## src/rtl/seg7_pkg.sv

```systemverilog
// Shared types and constants for the seven-segment scan controller.
package seg7_pkg;

  typedef logic [3:0] nibble_t;

  localparam logic [6:0] SEG_BLANK = 7'b1111111;

  localparam int DEFAULT_NUM_DIGITS  = 8;
  localparam int DEFAULT_REFRESH_DIV = 50000;

endpackage

```

## src/rtl/binary_to_7seg.sv

```systemverilog
// Hex nibble to active-low seven-segment pattern, bit order gfedcba.
module binary_to_7seg
  import seg7_pkg::*;
(
  input  nibble_t    value,
  output logic [6:0] seg_n
);

  always_comb begin
    seg_n = SEG_BLANK;
    unique case (value)
      4'h0: seg_n = 7'b1000000;
      4'h1: seg_n = 7'b1111001;
      4'h2: seg_n = 7'b0100100;
      4'h3: seg_n = 7'b0110000;
      4'h4: seg_n = 7'b0011001;
      4'h5: seg_n = 7'b0010010;
      4'h6: seg_n = 7'b0000010;
      4'h7: seg_n = 7'b1111000;
      4'h8: seg_n = 7'b0000000;
      4'h9: seg_n = 7'b0010000;
      4'hA: seg_n = 7'b0001000;
      4'hB: seg_n = 7'b0000011;
      4'hC: seg_n = 7'b1000110;
      4'hD: seg_n = 7'b0100001;
      4'hE: seg_n = 7'b0000110;
      4'hF: seg_n = 7'b0001110;
      default: seg_n = SEG_BLANK;
    endcase
  end

endmodule

```

## src/rtl/seg7_scan_ctrl.sv

```systemverilog
// Multiplexed seven-segment scanner: one shared decoder stepped across the digits,
// with display updates deferred to frame boundaries and optional leading-zero blanking.
module seg7_scan_ctrl
  import seg7_pkg::*;
#(
  parameter int NUM_DIGITS  = DEFAULT_NUM_DIGITS,
  parameter int REFRESH_DIV = DEFAULT_REFRESH_DIV
) (
  input  logic                    clk,
  input  logic                    rst_n,
  input  logic                    enable,
  input  logic                    blank_lz,
  input  logic                    load,
  input  logic [4*NUM_DIGITS-1:0] value_in,
  output logic [6:0]              seg_n,
  output logic [NUM_DIGITS-1:0]   an_n,
  output logic                    frame_done
);

  localparam int PRE_W  = $clog2(REFRESH_DIV);
  localparam int IDX_W  = $clog2(NUM_DIGITS);
  localparam int WORD_W = 4 * NUM_DIGITS;

  logic [PRE_W-1:0]      pre_q, pre_d;
  logic [IDX_W-1:0]      idx_q, idx_d;
  logic [WORD_W-1:0]     disp_q, disp_d;
  logic [WORD_W-1:0]     shadow_q, shadow_d;
  logic                  pending_q, pending_d;
  logic                  wrap_dly_q, wrap_dly_d;
  logic [6:0]            seg_n_q, seg_n_d;
  logic [NUM_DIGITS-1:0] an_n_q, an_n_d;
  logic                  frame_done_q, frame_done_d;

  logic                  tick;
  logic                  wrap;
  nibble_t               nib [NUM_DIGITS];
  nibble_t               cur_nib;
  logic [NUM_DIGITS-1:0] upper_zero;
  logic                  cur_blank;
  logic [6:0]            dec_seg;

  for (genvar g = 0; g < NUM_DIGITS; g++) begin : g_nib
    assign nib[g] = disp_q[4*g +: 4];
  end

  assign cur_nib = nib[idx_q];

  binary_to_7seg u_dec (
    .value (cur_nib),
    .seg_n (dec_seg)
  );

  always_comb begin
    tick = enable && (pre_q == PRE_W'(REFRESH_DIV - 1));
    wrap = tick && (idx_q == IDX_W'(NUM_DIGITS - 1));

    pre_d = pre_q;
    if (tick)        pre_d = '0;
    else if (enable) pre_d = pre_q + PRE_W'(1);

    idx_d = idx_q;
    if (wrap)      idx_d = '0;
    else if (tick) idx_d = idx_q + IDX_W'(1);

    // A load landing on the wrap cycle bypasses the shadow so the newest value wins.
    shadow_d  = shadow_q;
    disp_d    = disp_q;
    pending_d = pending_q;
    if (load && wrap) begin
      shadow_d  = value_in;
      disp_d    = value_in;
      pending_d = 1'b0;
    end else if (load) begin
      shadow_d  = value_in;
      pending_d = 1'b1;
    end else if (wrap && pending_q) begin
      disp_d    = shadow_q;
      pending_d = 1'b0;
    end

    upper_zero[NUM_DIGITS-1] = (nib[NUM_DIGITS-1] == 4'h0);
    for (int i = NUM_DIGITS - 2; i >= 0; i--) begin
      upper_zero[i] = upper_zero[i+1] && (nib[i] == 4'h0);
    end
    cur_blank = blank_lz && (idx_q != '0) && upper_zero[idx_q];

    // Blanked digits keep their anode asserted so every slot has the same duty cycle.
    seg_n_d = SEG_BLANK;
    an_n_d  = '1;
    if (enable) begin
      an_n_d  = ~(NUM_DIGITS'(1) << idx_q);
      seg_n_d = cur_blank ? SEG_BLANK : dec_seg;
    end

    // Delayed one extra cycle so the pulse lines up with digit 0 appearing on an_n.
    wrap_dly_d   = wrap;
    frame_done_d = wrap_dly_q;
  end

  always_ff @(posedge clk or negedge rst_n) begin
    if (!rst_n) begin
      pre_q        <= '0;
      idx_q        <= '0;
      disp_q       <= '0;
      shadow_q     <= '0;
      pending_q    <= 1'b0;
      wrap_dly_q   <= 1'b0;
      seg_n_q      <= SEG_BLANK;
      an_n_q       <= '1;
      frame_done_q <= 1'b0;
    end else begin
      pre_q        <= pre_d;
      idx_q        <= idx_d;
      disp_q       <= disp_d;
      shadow_q     <= shadow_d;
      pending_q    <= pending_d;
      wrap_dly_q   <= wrap_dly_d;
      seg_n_q      <= seg_n_d;
      an_n_q       <= an_n_d;
      frame_done_q <= frame_done_d;
    end
  end

  assign seg_n      = seg_n_q;
  assign an_n       = an_n_q;
  assign frame_done = frame_done_q;

endmodule

```

## config.mk

```make
export PLATFORM = sky130hd
export DESIGN_NAME = seg7_scan_ctrl
export DESIGN_NICKNAME = d
export VERILOG_FILES = /design/src/rtl/seg7_pkg.sv /design/src/rtl/binary_to_7seg.sv /design/src/rtl/seg7_scan_ctrl.sv
export SDC_FILE = /design/constraint.sdc
export NUM_CORES = 1
export LEC_CHECK = 0
export BUFFER_PORTS_ARGS = -buffer_cell sky130_fd_sc_hd__clkbuf_2
export CAP_MARGIN = 20
export CORE_ASPECT_RATIO = 2
export CORE_UTILIZATION = 48
export DETAILED_ROUTE_END_ITERATION = 8
export GPL_ROUTABILITY_DRIVEN = 0
export PLACE_DENSITY = 0.75
export SLEW_MARGIN = 20
export SYNTH_ARGS = -nofsm -noshare
export SYNTH_HDL_FRONTEND = slang
export SYNTH_SLANG_ARGS = --single-unit
```

## constraint.sdc

```tcl
create_clock -name clk -period 6 [get_ports clk]
set_input_delay 0.3 -clock clk [delete_from_list [all_inputs] [get_ports clk]]
set_output_delay 0.3 -clock clk [all_outputs]
set_load 0.03 [all_outputs]
```

==> metrics.log <==
INFO  metric run_status = complete, but fails checks
INFO  metric violations_in_the_final_reports = design-rule violations
INFO  metric multi_input_comb_area = roughly 0.0018 mm2
INFO  metric detailedPlace.worstSlack = ~3.0 ns
INFO  metric worstHoldStart = value_in[13]
INFO  metric placedInstanceArea = between 0.004 and 0.005 mm2
INFO  metric synth_ff_type = dfrtp_1
INFO  metric clk_transition_reported_paths = 0.07 ns
INFO  metric cap_viol_max_count = 0
INFO  metric clock_tree.htree_level_count = 3
INFO  metric report.power.total = 1.44 mW
INFO  metric hold_path_class = input port to flip-flop
INFO  metric path_cells = or4b_4 > nor4_4 > nand2_1 > nor2_4 > mux2_2
INFO  metric timing.critical_path.to_type = flip-flop
INFO  metric grt_first_pass_wirelength = between 10,000 and 15,000 um
INFO  metric layout.filler_cells = 770
INFO  metric tritoncts.num_buffers = 9
INFO  metric synth_enable_flop_cells = 0
INFO  metric wl_per_cell = approximately 17 um
INFO  metric ir_worst_vdd = around 0.16 mV
INFO  metric grt_use_met3 = 0.0313
INFO  metric maximum_clock_path_buffer_count = 2
INFO  metric synthesis.yosys.warnings = 0
INFO  metric finalWorstSetupSlack = approximately 3.0 ns
INFO  metric setup_tns = 0 ns
INFO  metric critical_path.startpoint_type = flip-flop
INFO  metric via_count_of_the_first_global_routing_pass = ~3,000
INFO  metric grt_use_total = 0.188
INFO  metric top_level_ports = 53
INFO  metric grt_start_max_net_pins = roughly 90
INFO  metric drt_pass1_iterations = 6
INFO  metric req_time_crit_path = roughly 6.2 ns
INFO  metric route.vias.total = 2,752
INFO  metric grt_setup_unrepaired = false
INFO  metric vias_per_cell = 5.59
INFO  metric netlist_area = 0.00450 mm2
INFO  metric smallest_hold_slack = around 0.21 ns
INFO  metric critPathMaxStageDelay = 0.71 ns
INFO  metric worst_ep_arrival_time = around 3.3 ns
INFO  metric layout.area.seq = around 0.0025 mm2
INFO  metric dieArea = between 0.009 and 0.01 mm2
INFO  metric core_util_final = 0.566
INFO  metric rows = 49
INFO  metric grt_use_met2 = 0.337
INFO  metric worst-setup-path-type = flip-flop to flip-flop
INFO  metric use_met1 = 0.211
INFO  metric hold-path-cell-count = 2
INFO  metric post-place-cells = about 480
INFO  metric start_util = 0.496
INFO  metric synth.lib_cells_used.distinct = 43
INFO  metric fin_cells = 492
INFO  metric finalMaxSlewViolations = 0
INFO  metric final_hpwl_dp = around 5900 um
INFO  metric setup_viol = 0
INFO  metric clk_latency = approximately 0.35 ns
INFO  metric postSynth.asyncResetShare = 1.00
INFO  metric design.final.nets = about 440
INFO  metric routed_wl = between 8000 and 9000 um
INFO  metric detailedRoute.firstIterationViolations = 147
INFO  metric post_synth.cell_area_avg = 13.5 um2
INFO  metric globalRouteOverflowTotal = 0
INFO  metric clock_tree.root_cell = clkbuf_16
INFO  metric timing.final.crit_period = between 3 and 4 ns
INFO  metric timing.critical_path.fanout_max = 32
INFO  metric pwr_density_cell = around 280 mW/mm2
INFO  metric crit_slowest_cell = nor2_4
INFO  metric antenna_cells = 0
INFO  metric gr_peak_layer = met2
INFO  metric tritoncts = done
INFO  metric r2r-start = pre_q[4]$_DFFE_PN0P_
INFO  metric die_w = ~70 um
INFO  metric fin_area = 0.00514 mm2
INFO  metric min_period_over_period = 0.504
INFO  metric drt_drc_violations_left = 6
INFO  metric portBuffers = 52
INFO  metric synthesis.nets = between 300 and 400
INFO  metric design.core.area = roughly 0.0091 mm2
INFO  metric crit_start = pre_q[4]$_DFFE_PN0P_
INFO  metric tritoncts_num_sinks = between 100 and 150
INFO  metric tightest_slew = ~0.90 ns
INFO  metric critical_path.n_buffers_inverters = 0
INFO  metric proportion_of_layout_cells_with_a_drive_suffix_above_1 = 0.336
INFO  metric hold_bufs_at_cts = 1
INFO  metric die_y = ~140 um
INFO  metric relSlewSlack = 0.402
INFO  metric post_cts_buffers = 0
INFO  metric antenna_found_initial = 0
INFO  metric critical_path.top_delay_family = simple AND/OR/NAND/NOR gates
INFO  metric worstSetupPathDepth = 5
INFO  metric final_clock_skew = between 0.007 and 0.008 ns
INFO  metric number_of_instances_in_the_synthesized_netlist = about 330
INFO  metric r2r_cells = 5
INFO  metric cts-resized-gates = 0
INFO  metric postSynthRegisterBits = approximately 100
INFO  metric hold_viol = 0
INFO  metric max_freq = between 0.3 and 0.4 GHz
INFO  metric drt.antenna.violating_nets = 0
INFO  metric sequential_fraction_of_the_synthesis_area = 0.566
INFO  metric power_leakage = approximately 2.4 nW
INFO  metric syn_to_final_growth = 14.1%
==> cells in the final DEF (no fill, tap or decap), drive strengths merged, types with 2 or more instances in the layout <==
cell    count
clkinv      5
inv        10
ha         13
dfrtp      86
nor2       13
o21ai      10
o221ai      4
nor4        5
xor2        5
mux2       65
buf         2
nand3      12
mux4        8
a21oi       4
or4         5
or3         6
nand4       3
xnor2       7
o211ai      3
nor3        3
mux2i       6
dfstp      15
nand2      26
clkbuf     61
==> worst paths after layout <==
check | slack, ns | endpoint
max | 2.97 | disp_q[0]$_DFFE_PN0P_
min | 0.21 | shadow_q[13]$_DFFE_PN0P_
max reg2reg | 2.97 | disp_q[0]$_DFFE_PN0P_
min reg2reg | 0.35 | frame_done$_DFF_PN0_
max in group asynchronous | 4.68 | pre_q[7]$_DFFE_PN0P_
min in group asynchronous | 0.34 | shadow_q[26]$_DFFE_PN0P_
==> registers in the layout, summed over array words and instances, names as in the netlist <==
register	count
disp_q	32
an_n	8
seg_n	7
pre_q	16
pending_q	1
shadow_q	32
frame_done	1
frame_done_d	1
idx_q	3
==> worst register-to-register path, cell delays in order (launching register included) <==
cell     delay [ns]
dfrtp_1        0.43
or4b_4         0.56
nor4_4         0.58
nand2_1        0.19
nor2_4         0.71
mux2_2         0.44
==> Yosys cell counts (all sizes together) (3+ instances only) <==
cell,number,area [um2]
dfrtp,86,2150
o211ai,3,22.5
mux2i,6,63.8
nor4,5,46.3
nand3,12,60.1
xor2,5,43.8
o21ai,10,50.1
nor3,3,15.0
nand4,3,18.8
or4,5,37.5
inv,9,33.8
mux2,65,732
xnor2,7,61.3
or3,6,37.5
dfstp,15,394
o221ai,4,35.0
clkbuf,8,30.0
nand2,26,97.6
buf,5,46.3
ha,13,163
mux4,8,180
a21oi,4,20.0
nor2,13,56.3
==> kinds of logic (layout without fill, tap and decap cells) <==
kind of cell,count (synthesis),count (layout),share of synthesized area
xor gates and xnor gates,12,12,0.0233
buffers and inverters,23,80,0.0253
DFF,101,101,0.566
and+or+nand+nor,79,79,0.0948
adders and majority gates,13,13,0.0361
AOI/OAI and AO/OA,26,26,0.0381
muxes,79,79,0.217
==> layout make-up <==
cell class	instances	share of cell area
inverters	10	0.00730
well taps	102	0.0248
clock buffers	10	0.0446
repair buffers	54	0.0553
clock inverters	6	0.0141
flip-flops and latches	101	0.495
multi-input cells	209	0.358
==> report_power, final <==
part	switching (mW)	internal, mW	leakage [nW]	total [mW]
Combinational	0.0563	0.0463	1.03	0.103
Clock	0.257	0.328	0.149	0.585
Sequential	0.0249	0.723	1.25	0.748
==> metal layers <==
layer	vias up	part of all wire	routed length, um
met1	1379	0.38	3230
met2	57	0.56	4700
met4	0	0.028	231
met3	17	0.027	228
met5	-	0	0
li1	1299	-	-
No activity file was read; power rests on OpenSTA's default activity.
